--- src/rtl/sw_pkg.sv ---
// Shared types and helpers for the 4x4 wormhole switch allocator.
// Latency: n/a (types and pure functions only).
// Backpressure: n/a.
package sw_pkg;

  localparam int NPORT  = 4;
  localparam int FLIT_W = 10;
  localparam int PTR_W  = 2;

  typedef logic [NPORT-1:0] portvec_t;
  typedef logic [PTR_W-1:0] port_idx_t;

  typedef enum logic {S_IDLE, S_LOCKED} alloc_st_t;

  // First set bit of cand scanning ptr, ptr+1, ... with wrap; ptr when cand is empty.
  function automatic port_idx_t rr_pick(input portvec_t cand, input port_idx_t ptr);
    port_idx_t idx;
    port_idx_t win;
    win = ptr;
    for (int k = NPORT - 1; k >= 0; k--) begin
      idx = ptr + port_idx_t'(k);
      if (cand[idx]) win = idx;
    end
    return win;
  endfunction

  // Keeps only the lowest set bit.
  function automatic portvec_t lowest_bit(input portvec_t v);
    return v & (~v + portvec_t'(1));
  endfunction

  function automatic logic is_multi_hot(input portvec_t v);
    return (v & (v - portvec_t'(1))) != '0;
  endfunction

endpackage

--- src/rtl/sw_alloc_out.sv ---
// One output port of the allocator: round-robin pick, head-to-tail lock, credit counter.
// Latency: grant is combinational from state + cand/tail; state updates on the next edge.
// Backpressure: no grant while credit count is zero; locked owner with no request just waits.
module sw_alloc_out
  import sw_pkg::*;
#(
  parameter int CREDITS = 4,
  localparam int CW     = $clog2(CREDITS + 1)
) (
  input  logic     clk,
  input  logic     rst,
  input  portvec_t cand,
  input  portvec_t tail,
  input  logic     credit_in,
  output portvec_t grant,
  output logic     locked,
  output logic     cred_ovf
);

  alloc_st_t state_q, state_d;
  port_idx_t owner_q, owner_d;
  port_idx_t ptr_q, ptr_d;
  logic [CW-1:0] credit_q, credit_d;

  port_idx_t winner;
  logic      xfer;
  logic      xfer_tail;

  // Grant: round-robin winner when idle, only the owner when locked; never without a credit.
  always_comb begin
    winner = rr_pick(cand, ptr_q);
    grant  = '0;
    if (!rst && credit_q != '0) begin
      if (state_q == S_IDLE) begin
        if (cand != '0) grant[winner] = 1'b1;
      end else begin
        if (cand[owner_q]) grant[owner_q] = 1'b1;
      end
    end
    xfer      = |grant;
    xfer_tail = |(grant & tail);
    locked    = (state_q == S_LOCKED) && !rst;
  end

  // Next lock/owner/pointer: a head without tail locks, a tail releases and moves priority past the sender.
  always_comb begin
    state_d = state_q;
    owner_d = owner_q;
    ptr_d   = ptr_q;
    if (state_q == S_IDLE) begin
      if (xfer) begin
        if (xfer_tail) begin
          ptr_d = winner + port_idx_t'(1);
        end else begin
          state_d = S_LOCKED;
          owner_d = winner;
        end
      end
    end else begin
      if (xfer && xfer_tail) begin
        state_d = S_IDLE;
        ptr_d   = owner_q + port_idx_t'(1);
      end
    end
  end

  // Credit counter: grant consumes a slot, credit_in returns one; a return into a full counter is flagged.
  always_comb begin
    credit_d = credit_q;
    cred_ovf = 1'b0;
    if (xfer && !credit_in) begin
      credit_d = credit_q - CW'(1);
    end else if (credit_in && !xfer) begin
      if (credit_q == CW'(CREDITS)) cred_ovf = 1'b1;
      else                          credit_d = credit_q + CW'(1);
    end
  end

  // State registers with synchronous reset to idle, pointer 0, full credits.
  always_ff @(posedge clk) begin
    if (rst) begin
      state_q  <= S_IDLE;
      owner_q  <= '0;
      ptr_q    <= '0;
      credit_q <= CW'(CREDITS);
    end else begin
      state_q  <= state_d;
      owner_q  <= owner_d;
      ptr_q    <= ptr_d;
      credit_q <= credit_d;
    end
  end

endmodule

--- src/rtl/sw_alloc.sv ---
// Central 4x4 switch allocator driving crossbar grant vectors and input-buffer acks.
// Latency: ack/grant combinational (0 cycles); lock, pointer and credit state update next edge.
// Backpressure: per-output credits toward downstream; inputs see ack=0 until granted.
module sw_alloc
  import sw_pkg::*;
#(
  parameter int CREDITS = 4
) (
  input  logic             clk,
  input  logic             rst,
  input  logic [NPORT-1:0] req0,
  input  logic [NPORT-1:0] req1,
  input  logic [NPORT-1:0] req2,
  input  logic [NPORT-1:0] req3,
  input  logic [NPORT-1:0] tail,
  input  logic [NPORT-1:0] credit_in,
  output logic [NPORT-1:0] ack,
  output logic [NPORT-1:0] grant0,
  output logic [NPORT-1:0] grant1,
  output logic [NPORT-1:0] grant2,
  output logic [NPORT-1:0] grant3,
  output logic [NPORT-1:0] locked,
  output logic             err
);

  portvec_t req_arr   [NPORT];
  portvec_t cand      [NPORT];
  portvec_t grant_arr [NPORT];
  logic [NPORT-1:0] ovf;
  logic             multi_hot;
  logic             err_q, err_d;

  // Clean multi-hot requests down to their lowest output, then transpose input-major to output-major.
  always_comb begin
    req_arr[0] = lowest_bit(req0);
    req_arr[1] = lowest_bit(req1);
    req_arr[2] = lowest_bit(req2);
    req_arr[3] = lowest_bit(req3);
    multi_hot  = is_multi_hot(req0) | is_multi_hot(req1) |
                 is_multi_hot(req2) | is_multi_hot(req3);
    for (int o = 0; o < NPORT; o++) begin
      cand[o] = '0;
      for (int i = 0; i < NPORT; i++) cand[o][i] = req_arr[i][o];
    end
  end

  for (genvar o = 0; o < NPORT; o++) begin : g_out
    sw_alloc_out #(.CREDITS(CREDITS)) u_out (
      .clk       (clk),
      .rst       (rst),
      .cand      (cand[o]),
      .tail      (tail),
      .credit_in (credit_in[o]),
      .grant     (grant_arr[o]),
      .locked    (locked[o]),
      .cred_ovf  (ovf[o])
    );
  end

  // Each input is popped when any output grants it; one-hot requests keep this to one grant per input.
  always_comb begin
    ack = '0;
    for (int o = 0; o < NPORT; o++) ack = ack | grant_arr[o];
    grant0 = grant_arr[0];
    grant1 = grant_arr[1];
    grant2 = grant_arr[2];
    grant3 = grant_arr[3];
    err_d  = err_q | (|ovf) | multi_hot;
    err    = err_q;
  end

  // Sticky error flag, cleared only by reset.
  always_ff @(posedge clk) begin
    if (rst) err_q <= 1'b0;
    else     err_q <= err_d;
  end

endmodule

--- config.mk ---
export PLATFORM = sky130hd
export DESIGN_NAME = sw_alloc
export DESIGN_NICKNAME = d
export VERILOG_FILES = /design/src/rtl/sw_pkg.sv /design/src/rtl/sw_alloc_out.sv /design/src/rtl/sw_alloc.sv
export SDC_FILE = /design/constraint.sdc
export NUM_CORES = 1
export LEC_CHECK = 0
export CAP_MARGIN = 20
export CELL_PAD_IN_SITES_DETAIL_PLACEMENT = 0
export CELL_PAD_IN_SITES_GLOBAL_PLACEMENT = 1
export CORE_UTILIZATION = 28
export CTS_CLUSTER_DIAMETER = 120
export DETAILED_ROUTE_END_ITERATION = 10
export PLACE_DENSITY_LB_ADDON = 0.05
export SYNTH_ARGS = -nofsm -noshare
export SYNTH_HDL_FRONTEND = slang
export SYNTH_SLANG_ARGS = --single-unit
--- constraint.sdc ---
create_clock -name clk -period 3.42 [get_ports clk]
set_input_delay 0.684 -clock clk [delete_from_list [all_inputs] [get_ports clk]]
set_output_delay 0.684 -clock clk [all_outputs]
set_load 0.1 [all_outputs]
# Word level (Yosys, flattened, before mapping)
# Cells that the tools add are included.
# op_classes
addsub	36
n_lt_le_gt_ge	32
n_eq_ne	12
mux	144
n_bitwise	32
reduce_logical	82
# op_table
op	count
$lt 2x3->1 const B	24
$mux 2	32
$mux 4	16
$mux 1	56
$and 4x4->4	12
$bmux 1 s2	20
$mux 3	12
$reduce_or 4->1	9
$reduce_bool 4->1	8
$logic_and 1x1->1	28
$add 2x1->2 const B	12
$reduce_and 3->1	8
$reduce_bool 2->1	12
$add 2x2->2 const B	8
$add 4x1->4 const B	4
$demux 1 s2	8
$ge 2x1->1 const B	8
$not 4->4	4
$sub 4x1->4 const B	4
$add 3x1->3 const B	4
$eq 3x3->1 const B	4
$or 4x4->4	3
$reduce_bool 3->1	4
$sub 3x1->3 const B	4
6 further kinds	34
# word_totals
register_bits	33

# Longest topological paths before layout
# Gate-level depths: netlist of the first run.
# logic_depth
depth_word	24
mapped_depth	15

# Hierarchy
# Synthesis of the first run repeated with hierarchy kept, for this count alone.
# unflattened
hier_cells	475
hier_area_um2	3657.3
# modules_own_cells
module	instances	cells_each	area_each_um2	seq_area_each_um2
sw_alloc_out at g_out[1].u_out ...	2	98	769.5	160.2
sw_alloc_out at g_out[0].u_out	1	126	947.2	160.2
sw_alloc_out at g_out[3].u_out	1	120	929.6	160.2
sw_alloc	1	33	241.5	20.0

# Least setup slack after synthesis of the first run
# Ideal clock, no wire load.
# synth_path
path_kind	input to output
from	input port req2[0]
to	output port ack[2]
arrival_time_ns	4.731
required_time_ns	2.736
setup_slack_ns	-1.995
cell_stages	7
n_path_buf	1
cell_sequence	buf_2 -> nor2_1 -> a211o_1 -> o211ai_1 -> nand4b_1 -> a21boi_0 -> or4_1
# synth_via
elab_chain_cells	19
word_cells_on_any_way	102
# synth_rtl
element	line	text
start, declared	sw_alloc.sv:13	input logic [NPORT-1:0] req2,
$not 4->4	sw_pkg.sv:29	return v & (~v + portvec_t'(1));
$add 4x1->4	sw_pkg.sv:29	
$and 4x4->4 *	sw_pkg.sv:29	
$bmux 1 s2	sw_pkg.sv:22	if (cand[idx]) win = idx;
$mux 1 (not written as such)	sw_pkg.sv:22	
$mux 2 (4 in a row)	sw_pkg.sv:22	
$lt 2x3->1 (not written as such) or $ge 2x1->1 (tied branches)	sw_alloc_out.sv:35	if (cand != '0) grant[winner] = 1'b1;
$logic_and 1x1->1 (not written as such)	sw_alloc_out.sv:35	
$mux 1 (not written as such)	sw_alloc_out.sv:35	
$demux 1 s2	n/a	
$mux 4	sw_alloc_out.sv:35	
$mux 4 *	sw_alloc_out.sv:34	if (state_q == S_IDLE) begin
$mux 4 *	sw_alloc_out.sv:33	if (!rst && credit_q != '0) begin
named net grant0[2]	sw_alloc.sv:18	output logic [NPORT-1:0] grant0,
$or 4x4->4 * (3 in a row)	sw_alloc.sv:63	for (int o = 0; o < NPORT; o++) ack = ack | grant_arr[o];
end, declared	sw_alloc.sv:17	output logic [NPORT-1:0] ack,
# Mark *: on every way through the listed nets, which the timed path passes. The rest lies on a longest branch. The select of a mux whose other input is x is not followed.

# Worst setup path after layout of the first run
# layout_path
from	input port req0[1]
to	output port ack[1]
# layout_via
elab_chain_cells	19
word_cells_on_any_way	78
# layout_rtl
element	line	text
start, declared	sw_alloc.sv:11	input logic [NPORT-1:0] req0,
$not 4->4	sw_pkg.sv:29	
$add 4x1->4	sw_pkg.sv:29	
$and 4x4->4 *	sw_pkg.sv:29	
$bmux 1 s2	sw_pkg.sv:22	
$mux 1 (not written as such)	sw_pkg.sv:22	
$mux 2 (4 in a row)	sw_pkg.sv:22	
$lt 2x3->1 (not written as such) or $ge 2x1->1 (tied branches)	sw_alloc_out.sv:35	
$logic_and 1x1->1 (not written as such)	sw_alloc_out.sv:35	
$mux 1 (not written as such)	sw_alloc_out.sv:35	
$demux 1 s2	n/a	
$mux 4	sw_alloc_out.sv:35	
$mux 4	sw_alloc_out.sv:34	
$mux 4	sw_alloc_out.sv:33	
$or 4x4->4 (2 in a row)	sw_alloc.sv:63	
$or 4x4->4 *	sw_alloc.sv:63	
# Every way passes the cells marked *; elsewhere a longest branch is shown, timed or not. The select of a mux whose other input is x is not followed.

==> flow_summary_export.csv, run 1 <==
group,metric,value,unit
global_routing,track_usage,0.2109,
clock_tree,cts_made_buffers,5,
run_status,outcome,"finished, violations left",
placed_design,portBuffers,50,
drt,viasPerCell,5.099,
die,start_util,0.2869,
logic_synthesis,ys_seq_area_frac,0.2133,
drt,vias,3559,
placed_design,routabilityCongestion,0.8559,
logic_synthesis,synth_area_leaders,"dfxtp_1, nor2_1, inv_1, a21oi_1, ha_1",
logic_synthesis,yosysTopAreaCell,"dfxtp_1",
run_status,violations,"DRC, setup timing",
sta,final_hold_viol_count,0,
clock_tree,cts_tree,"built",
final_layout,diodes,0,
die,die-area,0.01148,mm^2
final_layout,nets,595,
global_routing,antenna_found_initial,0,
sta,fin_crit,3.506,ns
clock_tree,clock-root-buffer,"clkbuf_8",
worst_hold_path,hold_path_class,"reg -> reg",
worst_setup_path,start_kind,"input pin",
drt,drtIter0Drc,153,
clock_tree,path_clk_slew,0.08,ns
final_layout,drive_gt1_frac,0.4839,
sta,rsz0062_at_grt,"true",
sta,fin_hold_ws,0.5016,ns
sta,slew_headroom,0.6286,
logic_synthesis,syn_area,0.003097,mm^2
worst_setup_path,critPathRequiredTime,2.74,ns
logic_synthesis,synth-edff-count,0,
flow_run,drv_cap,0,
die,core_region_area,0.01079,mm^2
placed_design,pre_cts_ws,-0.5651,ns
logic_synthesis,synth_warnings,0,
drt,first_pass_iters,7,
logic_synthesis,synth_top_area_share,0.2133,
drt,ant_nets,0,
clock_tree,max-clock-path-buffers,2,
global_routing,grt_pass1_wl,18750,um
power,p_leak,2.234,nW
die,die_x,107.2,um
logic_synthesis,postSynthCellCount,391,
power,ir_worst_vdd,0.0002725,V
final_layout,fin_cells,698,
sta,post-route-period-util,1.025,
drt,post_drt_wl_per_cell,16.24,um
logic_synthesis,ys.flop_type,"dfxtp_1",
final_layout,synthToLayoutAreaGrowth,76.85,%
global_routing,grt_pass1_vias,3663,
global_routing,overflow,0,
worst_setup_path,reg2reg_setup_slack,0.46,ns
die,ios,51,
drt,wirelength,11330,um
sta,setup_viol,3,
die,die_h,107.2,um
worst_setup_path,path_class,"in -> out",
logic_synthesis,synth.avg_cell_area,7.920,um^2
logic_synthesis,ys_seq_elements,33,
placed_design,placed_area,0.005019,mm^2
clock_tree,h-tree-depth,2,
placed_design,dp_hpwl,8822,um
logic_synthesis,ys_types,81,
clock_tree,ctsHoldBuffers,0,
drt,drc,1,
worst_setup_path,worstPathMaxFanout,6,
placed_design,dp.cells,673,
worst_setup_path,cp-end-kind,"output port",
die,num_rows,38,
sta,tightestPinTransition,0.5550,ns
logic_synthesis,synthArstFlopShare,0,
sta,fmax,0.2852,GHz
final_layout,stdcell_area,0.005477,mm^2
sta,slew_violations,0,
logic_synthesis,syn_nets,429,
sta,layout_setup_ws,-0.08609,ns
clock_tree,cts_num_sinks,33,
sta,fin_skew,0.009802,ns
worst_setup_path,critPathArrivalTime,2.82,ns
clock_tree,worstSkewPairLatency,0.31,ns
sta,tns,-0.1956,ns
power,power.density,534.0,mW/mm^2
global_routing,grt_start_max_net_pins,14,
-- final timing paths --
path / from / endpoint / depth (start not counted)
worst max register to register: g_out[3].u_out.ptr_q[0]$_SDFFE_PP0P_ / g_out[3].u_out.credit_q[1]$_SDFFE_PP0P_ / 13
worst min register to register: g_out[2].u_out.owner_q[0]$_SDFFE_PP0P_ / g_out[2].u_out.owner_q[0]$_SDFFE_PP0P_ / 2
worst max-delay path: req0[1] / ack[1] / 8
worst min-delay path: g_out[2].u_out.owner_q[0]$_SDFFE_PP0P_ / g_out[2].u_out.owner_q[0]$_SDFFE_PP0P_ / 2
-- final cells by class --
| cell class | instances | area (um^2) |
|---|---|---|
| fill | 1041 | 5316 |
| multi-input combinational | 306 | 2710 |
| timing repair buffer | 179 | 1693 |
| sequential | 33 | 660.6 |
| tap | 140 | 175.2 |
| inverter | 32 | 122.6 |
| clock buffer | 5 | 68.82 |
| clock inverter | 3 | 46.29 |
-- routing by layer --
metal	global-route usage	part of all wire	up-vias	wire length [um]
met2	0.3502	0.47	60	5345
met5	0	0	-	0
met3	0.02979	0.044	8	497
met4	0.04795	0.012	0	135
li1	-	-	1788	-
met1	0.2875	0.47	1703	5354
-- synthesized netlist by cell type, types with 6 or more instances --
cell type and n:
nand3_1 6, nor3_1 16, a21oi_1 21, mux2i_1 9
dfxtp_1 33, ha_1 8, inv_1 32, or3_1 7
o22ai_1 8, nor2b_1 7, xor2_1 7, nor2_1 53
buf_2 7, o21ai_0 15, nand2_1 17
-- stage by stage --
step	util	total power [mW]
floorplan	-	1.726
global placement	0.4650	2.442
detailed placement	0.4650	2.442
CTS	0.5013	2.908
global route	0.5074	3.108
finish	0.5074	2.924
-- layout by cell type, fill, tap and decap left out, drive strengths merged, types with 3 or more instances in the layout --
master,Yosys,routed
a211oi,4,4
a21oi,21,21
a22oi,4,4
a41o,3,3
and3,4,4
buf,15,166
clkbuf,5,5
clkdlybuf4s50,0,8
dfxtp,33,33
dlygate4sd2,0,3
fa,4,4
ha,8,8
inv,32,32
maj3,4,4
mux2i,9,9
nand2,17,17
nand2b,5,5
nand3,6,6
nor2,53,53
nor2b,7,7
nor3,17,17
nor3b,5,5
nor4,3,3
nor4b,8,8
o211a,4,4
o211ai,3,3
o21ai,18,18
o221ai,4,4
o22ai,8,8
o311ai,5,5
o32ai,5,5
or2,7,7
or3,7,7
or3b,4,4
or4,4,4
or4b,4,4
xnor2,3,3
xor2,7,7
-- worst max-delay path, cell delays in order --
cell and delay (ns):
buf_6 0.10, or4b_4 0.62, o221ai_4 0.24, and2_4 0.20
o22ai_1 0.08, and3b_4 0.20, or4_4 0.50, buf_12 0.18
-- timing repair --
| action | CTS | global route |
|---|---|---|
| pin swaps | 25 | 7 |
| gates cloned | 0 | 0 |
| setup buffers | 18 | 1 |
| resized for setup | 97 | 9 |
| setup endpoints to repair | 33 | 13 |
-- where the power goes --
part	switching (mW)	internal [mW]	total, mW	leakage (nW)
Combinational	1.03	0.895	1.93	1.91
Clock	0.175	0.218	0.393	0.0543
Sequential	0.138	0.466	0.604	0.269
-- kinds of logic (layout without fill, tap and decap cells) --
family,after synthesis,in the layout,synth area share
AND/OR/NAND/NOR,161,161,0.3042
AO/OA/AOI/OAI,109,109,0.2699
buffers and inverters,52,219,0.08040
flip-flops,33,33,0.2133
adder cells (fa/ha/maj),16,16,0.07111
XOR/XNOR,10,10,0.02828
multiplexers,10,10,0.03273
(Power assumes the default switching activity.)
==> run 2, diff against run 1 <==
--- a/config.mk
+++ b/config.mk
@@ -8,10 +8,11 @@
 export CAP_MARGIN = 20
 export CELL_PAD_IN_SITES_DETAIL_PLACEMENT = 0
 export CELL_PAD_IN_SITES_GLOBAL_PLACEMENT = 1
-export CORE_UTILIZATION = 28
+export CORE_UTILIZATION = 36
 export CTS_CLUSTER_DIAMETER = 120
 export DETAILED_ROUTE_END_ITERATION = 10
 export PLACE_DENSITY_LB_ADDON = 0.05
+export RECOVER_POWER = 100
 export SYNTH_ARGS = -nofsm -noshare
 export SYNTH_HDL_FRONTEND = slang
 export SYNTH_SLANG_ARGS = --single-unit
==> run 2 against run 1 <==
The flow finishes with violations (setup timing). Final cell count down 7.3%. Clock-buffer cell count is 1 higher. Non-clock buffer count down 16. Core utilization grew 11 points. Sequential cell count did not move. Sequential share of layout area grew 0.89 points. Critical endpoint unchanged. Largest cell class unchanged. Highest routed layer unchanged.
==> flow_summary_export.csv, run 2 (synthesis gave the netlist of run 1 again) <==
group,metric,value,unit
worst_hold_path,hold_path_class,"reg -> reg",
placed_design,routabilityCongestion,0.8832,
final_layout,multi_input_area,0.002613,mm^2
global_routing,met1_usage,0.3400,
worst_setup_path,critPathRequiredTime,2.74,ns
run_status,violations,"setup timing",
global_routing,track_usage,0.2473,
final_layout,seqCellArea,660.6,um^2
global_routing,grt_pass1_wl,17220,um
clock_tree,cts_num_sinks,33,
placed_design,dp_hpwl,8074,um
final_layout,layout_commonest_cell,"buf_4",
clock_tree,h-tree-depth,2,
sta,rsz0062_at_grt,"true",
global_routing,use_met2,0.3969,
sta,fin_hold_ws,0.5052,ns
power,p_leak,2.130,nW
drt,post_drt_wl_per_cell,16.18,um
global_routing,grt_pass1_vias,3431,
sta,tightestPinTransition,1.160,ns
die,die_h,94.75,um
clock_tree,path_clk_slew,0.07,ns
clock_tree,cts_tree,"built",
global_routing,grt_busiest_layer,"met2",
final_layout,stdcell_area,0.005099,mm^2
die,core_region_area,0.008258,mm^2
worst_setup_path,critPathArrivalTime,2.80,ns
final_layout,nets,579,
drt,vias,3547,
die,ios,51,
sta,post-route-period-util,1.018,
sta,setup_viol,3,
sta,tns,-0.1327,ns
drt,drc,0,
final_layout,fin_cells,647,
clock_tree,max-clock-path-buffers,2,
final_layout,diodes,0,
final_layout,synthToLayoutAreaGrowth,64.65,%
flow_run,drv_cap,0,
final_layout,final_cell_mix,"buf_4, nor2_1, dfxtp_1",
drt,drtIter0Drc,198,
die,start_util,0.3750,
sta,slew_violations,0,
drt,first_pass_iters,4,
placed_design,dp.cells,627,
worst_setup_path,cp-end-kind,"output port",
global_routing,overflow,0,
worst_setup_path,worstPathMaxFanout,6,
sta,final_hold_viol_count,0,
global_routing,grt_use_met3,0.03301,
sta,fmax,0.2873,GHz
final_layout,fillerInstances,728,
placed_design,pre_cts_ws,-0.7326,ns
drt,wirelength,10470,um
sta,slew_headroom,0.2298,
drt,ant_nets,0,
run_status,outcome,"finished, violations left",
sta,layout_setup_ws,-0.06035,ns
power,power.density,534.5,mW/mm^2
sta,fin_skew,0.007533,ns
final_layout,drive_gt1_frac,0.4373,
power,p_total,2.725,mW
die,die-area,0.008977,mm^2
clock_tree,worstSkewPairLatency,0.29,ns
placed_design,portBuffers,50,
clock_tree,clock-root-buffer,"clkbuf_8",
power,ir_worst_vdd,0.0002958,V
die,num_rows,33,
final_layout,fin_util,0.6174,
die,die_x,94.75,um
placed_design,placed_area,0.004892,mm^2
drt,viasPerCell,5.482,
clock_tree,cts_made_buffers,5,
sta,fin_crit,3.480,ns
global_routing,antenna_found_initial,0,
worst_setup_path,path_class,"in -> out",
worst_setup_path,start_kind,"input pin",
clock_tree,ctsHoldBuffers,0,
global_routing,grt_start_max_net_pins,17,
-- run 2: layout make-up --
class | count | area share
Inverter | 32 | 0.02405
Tap cell | 105 | 0.02577
Timing Repair Buffer | 163 | 0.2920
Sequential cell | 33 | 0.1296
Clock inverter | 2 | 0.001963
Clock buffer | 6 | 0.01423
Multi-Input combinational cell | 306 | 0.5124
-- run 2: critical path, stage by stage --
cell      delay (ns)
buf_6           0.10
or4b_4          0.63
o221ai_4        0.25
and2_4          0.19
o22ai_2         0.06
and3b_4         0.20
or4_4           0.49
buf_12          0.18
-- run 2: repair_timing --
action / in CTS / in global routing
resized for setup: 98 / 17
setup endpoints to repair: 34 / 16
pin swaps: 26 / 10
buffers inserted: 12 / 2
-- run 2: final timing paths --
kind	depth (start not counted)	to	from	slack, ns
setup reg to reg	13	g_out[2].u_out.credit_q[2]$_SDFFE_PP1P_	g_out[2].u_out.ptr_q[1]$_SDFFE_PP0P_	0.48
hold / removal	2	g_out[2].u_out.owner_q[0]$_SDFFE_PP0P_	g_out[2].u_out.owner_q[0]$_SDFFE_PP0P_	0.51
setup / recovery	8	ack[1]	req0[1]	-0.06
hold reg to reg	2	g_out[2].u_out.owner_q[0]$_SDFFE_PP0P_	g_out[2].u_out.owner_q[0]$_SDFFE_PP0P_	0.51
-- run 2: where the power goes --
group / internal [mW] / leakage (nW) / switching [mW]
registers: 0.466 / 0.269 / 0.137
logic: 0.827 / 1.82 / 0.993
clock network: 0.141 / 0.0450 / 0.162
-- run 2: routing by layer --
| metal | up-vias | wire length [um] |
|---|---|---|
| met4 | 0 | 213 |
| met2 | 95 | 4863 |
| met5 | - | 0 |
| li1 | 1751 | - |
| met1 | 1684 | 4909 |
| met3 | 17 | 481 |
